$ cat config.mk
export PLATFORM = sky130hd
export DESIGN_NAME = ps2_scan_decoder
export DESIGN_NICKNAME = d
export VERILOG_FILES = /design/src/rtl/ps2_scan_decoder.sv
export SDC_FILE = /design/constraint.sdc
export NUM_CORES = 1
export LEC_CHECK = 0
export ABC_AREA = 1
export BUFFER_PORTS_ARGS = -buffer_cell sky130_fd_sc_hd__buf_2
export CORE_MARGIN = 5
export CORE_UTILIZATION = 35
export DETAILED_ROUTE_END_ITERATION = 12
export GPL_TIMING_DRIVEN = 0
export MAX_ROUTING_LAYER = met4
export SYNTH_ARGS = -nofsm -noshare
export SYNTH_HDL_FRONTEND = slang
export SYNTH_SLANG_ARGS = --single-unit
$ cat constraint.sdc
create_clock -name i_clk -period 2.12 [get_ports i_clk]
set_clock_uncertainty 0.1 [all_clocks]
set_input_delay 0.212 -clock i_clk [delete_from_list [all_inputs] [get_ports i_clk]]
set_output_delay 0.212 -clock i_clk [all_outputs]
set_load 0.02 [all_outputs]
$ cat src/rtl/ps2_scan_decoder.sv
// PS/2 scancode decoder: folds E0/F0 prefix bytes into key events with a ready/valid output.
// Optional parity checking is enabled by defining PS2_PARITY_CHK_EN.
module ps2_scan_decoder #(
   parameter int unsigned TIMEOUT = 50000,
   parameter int unsigned TO_W    = 16
) (
   input  logic        i_clk,
   input  logic        i_rst,
   input  logic [10:0] i_frame_in,
   input  logic        i_frame_valid,
   input  logic        i_ev_ready,
   output logic        o_ev_valid,
   output logic [7:0]  o_ev_code,
   output logic        o_ev_break,
   output logic        o_ev_ext,
   output logic        o_frame_err,
   output logic        o_overflow
);

   typedef enum logic [1:0] {IDLE, EXT, BRK, EXT_BRK} state_t;

   state_t            r_state;
   state_t            w_state_nxt;
   logic [TO_W-1:0]   r_cnt;
   logic [TO_W-1:0]   w_cnt_nxt;
   logic              r_ev_valid;
   logic [7:0]        r_ev_code;
   logic              r_ev_break;
   logic              r_ev_ext;
   logic              r_frame_err;
   logic              r_overflow;

   logic              w_par_ok;
   logic              w_bad;
   logic [7:0]        w_data;
   logic              w_emit;
   logic              w_brk;
   logic              w_ext;
   logic              w_err;
   logic              w_xfer;
   logic              w_valid_nxt;
   logic [7:0]        w_code_nxt;
   logic              w_break_nxt;
   logic              w_ext_nxt;
   logic              w_ovf_nxt;

   assign w_data = i_frame_in[8:1];

`ifdef PS2_PARITY_CHK_EN
   assign w_par_ok = ^i_frame_in[9:1];
`else
   logic w_unused_par;
   assign w_unused_par = i_frame_in[9];
   assign w_par_ok     = 1'b1;
`endif

   assign w_bad = i_frame_in[0] | ~i_frame_in[10] | ~w_par_ok;

   always_comb begin
      w_state_nxt = r_state;
      w_cnt_nxt   = r_cnt;
      w_emit      = 1'b0;
      w_brk       = 1'b0;
      w_ext       = 1'b0;
      w_err       = 1'b0;
      if (i_frame_valid) begin
         w_cnt_nxt = '0;
         if (w_bad) begin
            w_err       = 1'b1;
            w_state_nxt = IDLE;
         end else begin
            case (r_state)
               IDLE: begin
                  if (w_data == 8'hE0) begin
                     w_state_nxt = EXT;
                  end else if (w_data == 8'hF0) begin
                     w_state_nxt = BRK;
                  end else if (w_data != 8'hFA && w_data != 8'hAA && w_data != 8'hEE) begin
                     w_emit = 1'b1;
                  end
               end
               EXT: begin
                  if (w_data == 8'hF0) begin
                     w_state_nxt = EXT_BRK;
                  end else if (w_data != 8'hE0) begin
                     w_emit      = 1'b1;
                     w_ext       = 1'b1;
                     w_state_nxt = IDLE;
                  end
               end
               BRK, EXT_BRK: begin
                  w_state_nxt = IDLE;
                  if (w_data == 8'hE0 || w_data == 8'hF0) begin
                     w_err = 1'b1;
                  end else begin
                     w_emit = 1'b1;
                     w_brk  = 1'b1;
                     w_ext  = (r_state == EXT_BRK);
                  end
               end
               default: w_state_nxt = IDLE;
            endcase
         end
      end else if (r_state != IDLE) begin
         // Abandon a dangling prefix once the inter-byte gap expires.
         if (r_cnt == TO_W'(TIMEOUT - 1)) begin
            w_state_nxt = IDLE;
            w_cnt_nxt   = '0;
         end else begin
            w_cnt_nxt = r_cnt + 1'b1;
         end
      end
   end

   // A held event is only replaced when it transfers in the same cycle.
   always_comb begin
      w_xfer      = r_ev_valid & i_ev_ready;
      w_valid_nxt = r_ev_valid & ~w_xfer;
      w_code_nxt  = r_ev_code;
      w_break_nxt = r_ev_break;
      w_ext_nxt   = r_ev_ext;
      w_ovf_nxt   = r_overflow;
      if (w_emit) begin
         if (!r_ev_valid || w_xfer) begin
            w_valid_nxt = 1'b1;
            w_code_nxt  = w_data;
            w_break_nxt = w_brk;
            w_ext_nxt   = w_ext;
         end else begin
            w_ovf_nxt = 1'b1;
         end
      end
   end

   always_ff @(posedge i_clk) begin
      if (i_rst) begin
         r_state     <= IDLE;
         r_cnt       <= '0;
         r_ev_valid  <= 1'b0;
         r_ev_code   <= 8'h00;
         r_ev_break  <= 1'b0;
         r_ev_ext    <= 1'b0;
         r_frame_err <= 1'b0;
         r_overflow  <= 1'b0;
      end else begin
         r_state     <= w_state_nxt;
         r_cnt       <= w_cnt_nxt;
         r_ev_valid  <= w_valid_nxt;
         r_ev_code   <= w_code_nxt;
         r_ev_break  <= w_break_nxt;
         r_ev_ext    <= w_ext_nxt;
         r_frame_err <= w_err;
         r_overflow  <= w_ovf_nxt;
      end
   end

   assign o_ev_valid  = r_ev_valid;
   assign o_ev_code   = r_ev_code;
   assign o_ev_break  = r_ev_break;
   assign o_ev_ext    = r_ev_ext;
   assign o_frame_err = r_frame_err;
   assign o_overflow  = r_overflow;

endmodule

### After elaboration in Yosys (flattened, before gate mapping)

Cells that the tools add are included.

* $add $sub $neg: 1
* equal/unequal tests: 12
* muxes and demuxes: 31
* bitwise gates (word level): 7
* reduce and logical (&&, ||, !) cells: 15

Operators by type and width (number)
* $ne 8x8->1 const B: 4
* $mux 1: 19
* $add 16x1->16 const B: 1
* $eq 16x16->1 const B: 1
* $eq 8x8->1 const B: 2
* $mux 16: 1
* $mux 2: 8
* $ne 5x5->1 const B: 2
* $pmux 2 s3: 1
* $reduce_bool 2->1: 3
* $reduce_or 2->1: 3
* $eq 2x2->1 const B: 2
* $not 1->1: 4
* $reduce_and 2->1: 2
* $reduce_and 4->1: 1
* $pmux 1 s3: 1
* $and 1x1->1: 2
* $eq 2x1->1 const B: 1
* $logic_and 1x1->1: 2
* $logic_not 2->1: 1
* $logic_or 1x1->1: 2
* $pmux 1 s2: 1
* $logic_not 1->1: 1
* $or 1x1->1: 1

* register bits: 31
* input bits: 15
* output and inout port bits: 13

### Longest topological paths before layout

Gate-level depths: netlist (run 1).

* depth in word-level cells: 10
* depth in mapped cells: 11

### Worst setup path before layout (run 1)

Ideal clock, no wire load.

* path kind: reg2reg
* start point: reg r_cnt[0]
* end point: reg r_cnt[12]
* library setup time: 0.122 ns
* arrival: 1.249 ns
* required time: 1.898 ns
* path slack: 0.649 ns
* stages on the path, launching flop included: 9
* path buffers: 0
* clock period less this slack: 1.471 ns
* path through: dfxtp_1 ha_1 nand2_1 inv_1 nand4_4 nor2_2 nand2_1 o21ai_0 a21oi_1

* word-level cells in the longest chain between the ends: 2

Ends and longest elaborated chain
* from (decl): RTL line 24 `logic [TO_W-1:0] r_cnt;`
* from (signal assigned): RTL line 147 `r_cnt <= w_cnt_nxt;`
* $add 16x1->16 / $eq 16x16->1 (equally long branches): RTL line 110, 106
* $mux 16 *: RTL line 106 `if (r_cnt == TO_W'(TIMEOUT - 1)) begin`

Mark *: on every way between the ends. The rest lies on a longest branch, timed or not.
A chain may end at the register's enable or synchronous reset.

### Final worst setup path (run 1)

Ends and elaborated chain as after synthesis.

==> results of run 1 <==
[worst max-delay path, stage by stage, from the launching register on]
cell	delay [ns]
dfxtp_1	0.38
ha_1	0.22
nand2_1	0.06
inv_1	0.13
nand4_4	0.12
nor2_2	0.20
nand2_1	0.12
o21ai_0	0.17
a21oi_1	0.08
[state kept, by name (all words and copies together), names as in the netlist]
register / cells
o_ev_break: 1
o_ev_code: 8
o_ev_ext: 1
o_ev_valid: 1
o_frame_err: 1
o_overflow: 1
r_cnt: 16
r_state: 2
[area by class of cell]
cell class / instances / area share (%)
multi-input cells: 179 / 43.7
flip-flops and latches: 31 / 31.3
inverters: 44 / 8.59
repair buffers: 26 / 6.57
clock buffers: 8 / 5.05
well taps: 54 / 3.41
plain buffers: 3 / 1.39
[synth_stat cells, types with 3 or more instances]
cell type	n	area, um2
o21ai_0	3	15.0
nand3_1	19	95.1
nor3_1	4	20.0
nand3_2	4	40.0
nand2_1	61	229
nand4_1	3	18.8
nor2_1	49	184
inv_1	41	154
a21oi_1	12	60.1
dfxtp_1	31	621
nor2_2	7	43.8
[per-stage QoR]
stage / area (um2) / setup WS [ns] / cells / utilization, %
final: 1980 / 0.417 / 345 / 42.2
after global routing: 1980 / 0.221 / 345 / 42.2
after CTS: 1980 / 0.445 / 345 / 42.2
after detailed placement: 1880 / 0.471 / 337 / 40.1
after global placement: 1880 / 0.493 / 337 / 40.1
after floorplan: 1680 / 0.649 / 257 / -
[report_power, final]
part / switching (mW) / leakage, nW / total (mW) / internal, mW
Clock: 0.214 / 0.0515 / 0.510 / 0.296
Combinational: 0.0971 / 0.659 / 0.149 / 0.0519
Sequential: 0.0101 / 0.252 / 0.608 / 0.598
Total: 0.321 / 0.963 / 1.27 / 0.946
[routing by layer]
metal  vias to the layer above  global-route usage, %
met4                         0                   4.30
li1                        854                      -
met5                         -                      -
met2                        29                   19.6
met3                         5                   3.97
met1                       666                   14.3
[cells by family (layout without fill, tap and decap cells)]
kind of cell,after synthesis,in the layout
buffers and inverters,47,81
XOR/XNOR,4,4
adder cells (fa/ha/maj),1,1
AO/OA/AOI/OAI,19,19
AND/OR/NAND/NOR,155,155
flip-flops,31,31
[how the worst max path moves through the flow]
stage                                from                      to  slack [ns]  cells after the start
CTS                 r_cnt[0]$_SDFFE_PP0P_  r_cnt[12]$_SDFFE_PP0P_        0.44                      8
floorplan           r_cnt[0]$_SDFFE_PP0P_  r_cnt[12]$_SDFFE_PP0P_        0.65                      8
global placement    r_cnt[0]$_SDFFE_PP0P_  r_cnt[12]$_SDFFE_PP0P_        0.49                      8
finish              r_cnt[0]$_SDFFE_PP0P_  r_cnt[12]$_SDFFE_PP0P_        0.42                      8
global route        r_cnt[0]$_SDFFE_PP0P_  r_cnt[12]$_SDFFE_PP0P_        0.22                      8
detailed placement  r_cnt[0]$_SDFFE_PP0P_  r_cnt[12]$_SDFFE_PP0P_        0.47                      8
[layout by cell type, fill, tap and decap left out, types with 2 or more instances in the layout]
cell type,count
a21oi_1,12
buf_2,27
buf_6,2
clkbuf_8,7
dfxtp_1,31
inv_1,41
inv_2,2
nand2_1,61
nand3_1,19
nand3_2,4
nand4_1,3
nor2_1,49
nor2_2,7
nor2_4,2
nor3_1,4
o21ai_0,3
o21ai_1,2
xnor2_1,2
xor2_1,2
==> flow_metrics.tcl, run 1 <==
set metrics [dict create \
    total_power_mw 1.27 \
    cts.clk_slew.worst_paths_ns 0.07 \
    crit_type "register to register" \
    worstHoldStart "i_rst" \
    track_usage_pct 12.2 \
    drc_errors 0 \
    wl_met3_um 195 \
    rows 25 \
    regArea_um2 621 \
    routed.top_layer "met4" \
    maxCapViolCount 0 \
    firstDrtPassIters 4 \
    synthSimpleGateAreaFrac_pct 42.6 \
    num_io_pins 28 \
    outcome "finished clean" \
    synth.distinct_cells 28 \
    io_buffers 26 \
    ff2ff_setup_slack_ns 0.42 \
    gp_congestion 0.819 \
    cp_max_fo 5 \
    max_freq_mhz 587 \
    ant_nets 0 \
    multi_input_area_um2 866 \
    required_ns 2.18 \
    drive_gt1_share_pct 19.6 \
    cp-end-kind "register" \
    grt_pass1_vias 1451 \
    fp.dieH_um 79.4 \
    power_density_nw_per_um2 639 \
    cts_sinks 31 \
    clockBufferDepth 2 \
    worst_pin_slew_ns 0.333 \
    grt_overflow 0 \
    setup_tns_ns 0 \
    ys_seq_area_share_pct 36.8 \
    setup_viol 0 \
    syn_nets 273 \
    fillers 499 \
    synthAdderAreaFrac_pct 0.743 \
    coreArea_um2 4690 \
    cts_buffers 5 \
    muxShareOfSynthArea_pct 0 \
    critPathArrivalTime_ns 1.77 \
    area_delta_synth_final_pct 17.7 \
    nets 306 \
    initial_core_util_pct 35.9 \
    whs_ns 0.0283 \
    clock-root-buffer "clkbuf_8" \
    clk_latency_ns 0.28 \
    htreeDepth 2 \
    whs_endpoint "o_overflow$_SDFFE_PP0P_" \
    postCtsSetupBuffers 0 \
    routedWlPerCell_um 9.94 \
    cp-start-kind "register" \
    dieArea_um2 6300 \
    die_width_um 79.4 \
    grt_pass1_wl_um 6000 \
    synth_compound_area_share_pct 5.94 \
    cellLeakagePower_nw 0.963 \
    cts_hold_buf 0 \
    synth-xor-area-share_pct 2.08 \
    post_cts_resized 0 \
    holdPathStages 2 \
    netlist_instances 257 \
    met1Wirelength_um 1620 \
    diodes 0 \
    maxSlewHeadroom_pct 77.7 \
    synth_warnings 0 \
    async_flop_share_pct 0 \
    report.final.slew_viol_count 0 \
    dp_hpwl_um 2630 \
    r2r-end "r_cnt[12]$_SDFFE_PP0P_" \
    ys_ff_latch 31 \
    synth_edf_count 0 \
    syn_avg_cell_area_um2 6.55 \
    rr_worst_depth 8 \
    period_needed_ns 1.70 \
    grt_max_degree 11 \
    timing.final.crit_share_pct 80.3 \
    grt_setup_unrepaired "no" \
    antenna_found_initial 0 \
    drt_iter0_drc 56 \
    tritoncts "built" \
    finalHoldViolCount 0 \
    ys.flop_type "dfxtp_1" \
    wirelength_um 3430 \
    regToRegStartpoint "r_cnt[0]$_SDFFE_PP0P_" \
    num_vias 1554 \
    synth_area_um2 1680 \
    synth_top_family_by_area "simple AND/OR/NAND/NOR gates" \
    min_path_type "input port to register" \
    via_per_inst 4.50 \
    ir_drop_uv 417 \
    route.met2.wl_um 1590 \
]
Note: power is estimated with default switching activity, not from simulation.
==> inputs of run 2 (changes only) <==
--- a/config.mk
+++ b/config.mk
@@ -5,7 +5,7 @@
 export SDC_FILE = /design/constraint.sdc
 export NUM_CORES = 1
 export LEC_CHECK = 0
-export ABC_AREA = 1
+export ABC_AREA = 0
 export BUFFER_PORTS_ARGS = -buffer_cell sky130_fd_sc_hd__buf_2
 export CORE_MARGIN = 5
 export CORE_UTILIZATION = 35
==> constraint.sdc (replaced) <==
create_clock -name i_clk -period 1.47 [get_ports i_clk]
set_clock_uncertainty 0.1 [all_clocks]
set_input_delay 0.147 -clock i_clk [delete_from_list [all_inputs] [get_ports i_clk]]
set_output_delay 0.147 -clock i_clk [all_outputs]
set_load 0.02 [all_outputs]
==> run 2 against run 1 <==
  * The flow now finishes with violations (setup timing)
  * Synthesized cell count decreased by 39%
  * Die area decreased by 11%
  * Area after synthesis decreased by 12%
  * Via count decreased by 18%
  * Final cell count decreased by 27%
  * Hold slack improved by 0.010 ns
  * Core utilization increased by 7.1 points
  * Sequential share of layout area increased by 0.58 points
  * Wire length decreased by 1.5%
  * Register-to-register slack got worse by 0.57 ns
  * Total power increased by 47%
  * Critical endpoint is now r_cnt[13]$_SDFFE_PP0P_
==> flow_metrics.tcl, run 2 <==
set metrics [dict create \
    crit_type "register to register" \
    regToRegStartpoint "r_cnt[1]$_SDFFE_PP0P_" \
    synth_area_leaders "dfxtp_1 (42%), nand2b_1 (8.9%), mux2i_1 (6.1%)" \
    internal-power_mw 1.47 \
    cellLeakagePower_nw 0.767 \
    cp_slowest_cell "dfxtp_2" \
    critPathBufInv 2 \
    tritoncts "built" \
    coreArea_um2 4060 \
    ant_nets 0 \
    cp-start-kind "register" \
    critPathArrivalTime_ns 1.68 \
    synth_edf_count 0 \
    dp_hpwl_um 2300 \
    cp-end-kind "register" \
    io_buffers 26 \
    final_cell_mix "buf_2 (26), nand2b_1 (21), dfxtp_1 (21)" \
    cts_buffers 5 \
    yosysMostFrequentCell "dfxtp_1" \
    placedCellCount 234 \
    finalHoldViolCount 0 \
    setup_viol 19 \
    synthTopCellsByCount "dfxtp_1 (31), nand2b_1 (21), nor2_1 (16), xor2_1 (10)" \
    nets 218 \
    grt_pass1_vias 1334 \
    synth.distinct_cells 37 \
    cp_max_fo 3 \
    largest_register_ffs 16 \
    rows 23 \
    ys.flop_type "dfxtp_1" \
    synth_warnings 0 \
    critPathTopFamily "compound AO/OA/AOI/OAI gates" \
    num_io_pins 28 \
    holdPathStages 3 \
    num_vias 1276 \
    top_register "r_cnt" \
    final_cells 253 \
    p_comb_share_pct 7.9 \
    period_needed_ns 1.62 \
    power_density_nw_per_um2 930 \
    area_delta_synth_final_pct 35.1 \
    grt_setup_unrepaired "yes" \
    min_path_type "input port to register" \
    ir_drop_uv 761 \
    yosys.area.top_type "dfxtp_1" \
    clockBufferDepth 2 \
    whs_endpoint "r_state[1]$_SDFFE_PP0P_" \
    wirelength_um 3380 \
    worst_pin_slew_ns 0.363 \
    synth_area_um2 1480 \
    maxSlewHeadroom_pct 75.8 \
    diodes 0 \
    grt_max_degree 11 \
    drc_errors 0 \
    drt_iter0_drc 99 \
    gp_congestion 0.799 \
    firstDrtPassIters 4 \
    netSwitchingFraction_pct 21.2 \
    timing.final.crit_share_pct 110 \
    startpoint "r_cnt[1]$_SDFFE_PP0P_" \
    maxCapViolCount 0 \
    die_width_um 75.1 \
    cts.clk_slew.worst_paths_ns 0.07 \
    ff2ff_setup_slack_ns -0.15 \
    track_usage_pct 13.4 \
    async_flop_share_pct 0 \
    antenna_found_initial 0 \
    rr_worst_depth 7 \
    routed.top_layer "met4" \
    seq_power_share_pct 45.7 \
    initial_core_util_pct 36.5 \
    whs_ns 0.0384 \
    via_per_inst 5.04 \
    critPathMaxStageDelay_ns 0.36 \
    fillers 382 \
    syn_nets 174 \
    path_cells "ha_4 > o2111a_2 > nand3_2 > o41ai_4 > buf_4 > buf_6 > a21oi_1" \
    synth.top_cell.area_share_pct 41.9 \
    report.final.slew_viol_count 0 \
    pre_cts_slack_ns -0.436 \
    r2r-end "r_cnt[13]$_SDFFE_PP0P_" \
    drive_gt1_share_pct 37.9 \
    power.share.clock_pct 46.4 \
    netlist_instances 158 \
    dieArea_um2 5630 \
    outcome "finished, violations left" \
    ys_seq_area_share_pct 41.9 \
    worstHoldStart "i_frame_in[5]" \
    ys_ff_latch 31 \
    cts_sinks 31 \
    failed_checks "setup timing" \
    wl_met3_um 148 \
    syn_avg_cell_area_um2 9.38 \
    cts_hold_buf 0 \
    max_freq_mhz 617 \
    grt_overflow 0 \
    clk_latency_ns 0.28 \
    final_common_cell "buf_2" \
    required_ns 1.53 \
    fp.dieH_um 75.1 \
    setup_slack_ns -0.150 \
    grt_pass1_wl_um 5700 \
    route.met2.wl_um 1640 \
    met1Wirelength_um 1540 \
    routedWlPerCell_um 13.4 \
    switching_power_mw 0.394 \
    clock-root-buffer "clkbuf_8" \
    htreeDepth 2 \
]
[run 2: tightest hold or removal path: stages]
cell     delay (ns)
buf_2          0.13
nand2_1        0.05
o21ai_0        0.05
[run 2: layout make-up]
class / instances / area, um2 / share of cell area [%]
Inverter: 5 / 18.8 / 0.938
Buffer: 6 / 57.6 / 2.88
Tap cell: 50 / 62.6 / 3.13
Sequential cell: 31 / 638 / 31.9
Clock buffer: 6 / 82.6 / 4.13
Timing Repair Buffer: 37 / 224 / 11.2
Multi-Input combinational cell: 116 / 882 / 44.1
Clock inverter: 2 / 35.0 / 1.75
[run 2: repair_timing]
| action | CTS | global route |
|---|---|---|
| gates cloned | 1 | 0 |
| endpoints found under the setup margin | 30 | 30 |
| buffers inserted | 7 | 3 |
| gates resized for setup | 15 | 19 |
| pin swaps | 15 | 7 |
| hold endpoints to repair | 0 | 0 |
[run 2: per-stage QoR]
stage               area [um2]  util (%)  power (mW)  setup TNS, ns
global placement          1680      41.5       0.994          -7.91
detailed placement        1680      41.5       0.997          -8.95
global route              2000      49.3        1.94          -3.76
CTS                       1900      46.8        1.88          -4.11
floorplan                 1490         -       0.948          -2.34
finish                    2000      49.3        1.86          -2.40
[run 2: worst max-delay path by stage]
stage / endpoint / cells after the start / slack, ns
after floorplan: r_cnt[0]$_SDFFE_PP0P_ / 6 / -0.18
after global placement: r_cnt[12]$_SDFFE_PP0P_ / 5 / -0.40
after detailed placement: r_cnt[0]$_SDFFE_PP0P_ / 5 / -0.44
after CTS: r_cnt[14]$_SDFFE_PP0P_ / 7 / -0.22
after global routing: r_cnt[15]$_SDFFE_PP0P_ / 4 / -0.22
final: r_cnt[13]$_SDFFE_PP0P_ / 7 / -0.15
[run 2: cell families (layout without fill, tap and decap cells)]
family / count (synthesis) / after routing / synth area share, %
and+or+nand+nor: 70 / 70 / 27.9
DFF: 31 / 31 / 41.9
AOI/OAI and AO/OA: 24 / 24 / 12.1
xor gates and xnor gates: 12 / 12 / 7.09
buffers and inverters: 11 / 56 / 4.14
muxes: 9 / 9 / 6.08
adders and majority gates: 1 / 1 / 0.844
[run 2: routing by layer]
metal	vias to the layer above	GRT usage [%]
li1	641	-
met3	6	4.41
met1	599	15.4
met2	30	21.2
met5	-	-
met4	0	5.73
[run 2: power groups by stage]
stage	clock, mW	sequential, mW	combinational (mW)
final	0.863	0.851	0.147
after global routing	0.927	0.851	0.159
after CTS	0.886	0.854	0.139
after detailed placement	0	0.873	0.123
after global placement	0	0.873	0.121
after floorplan	0	0.886	0.0610
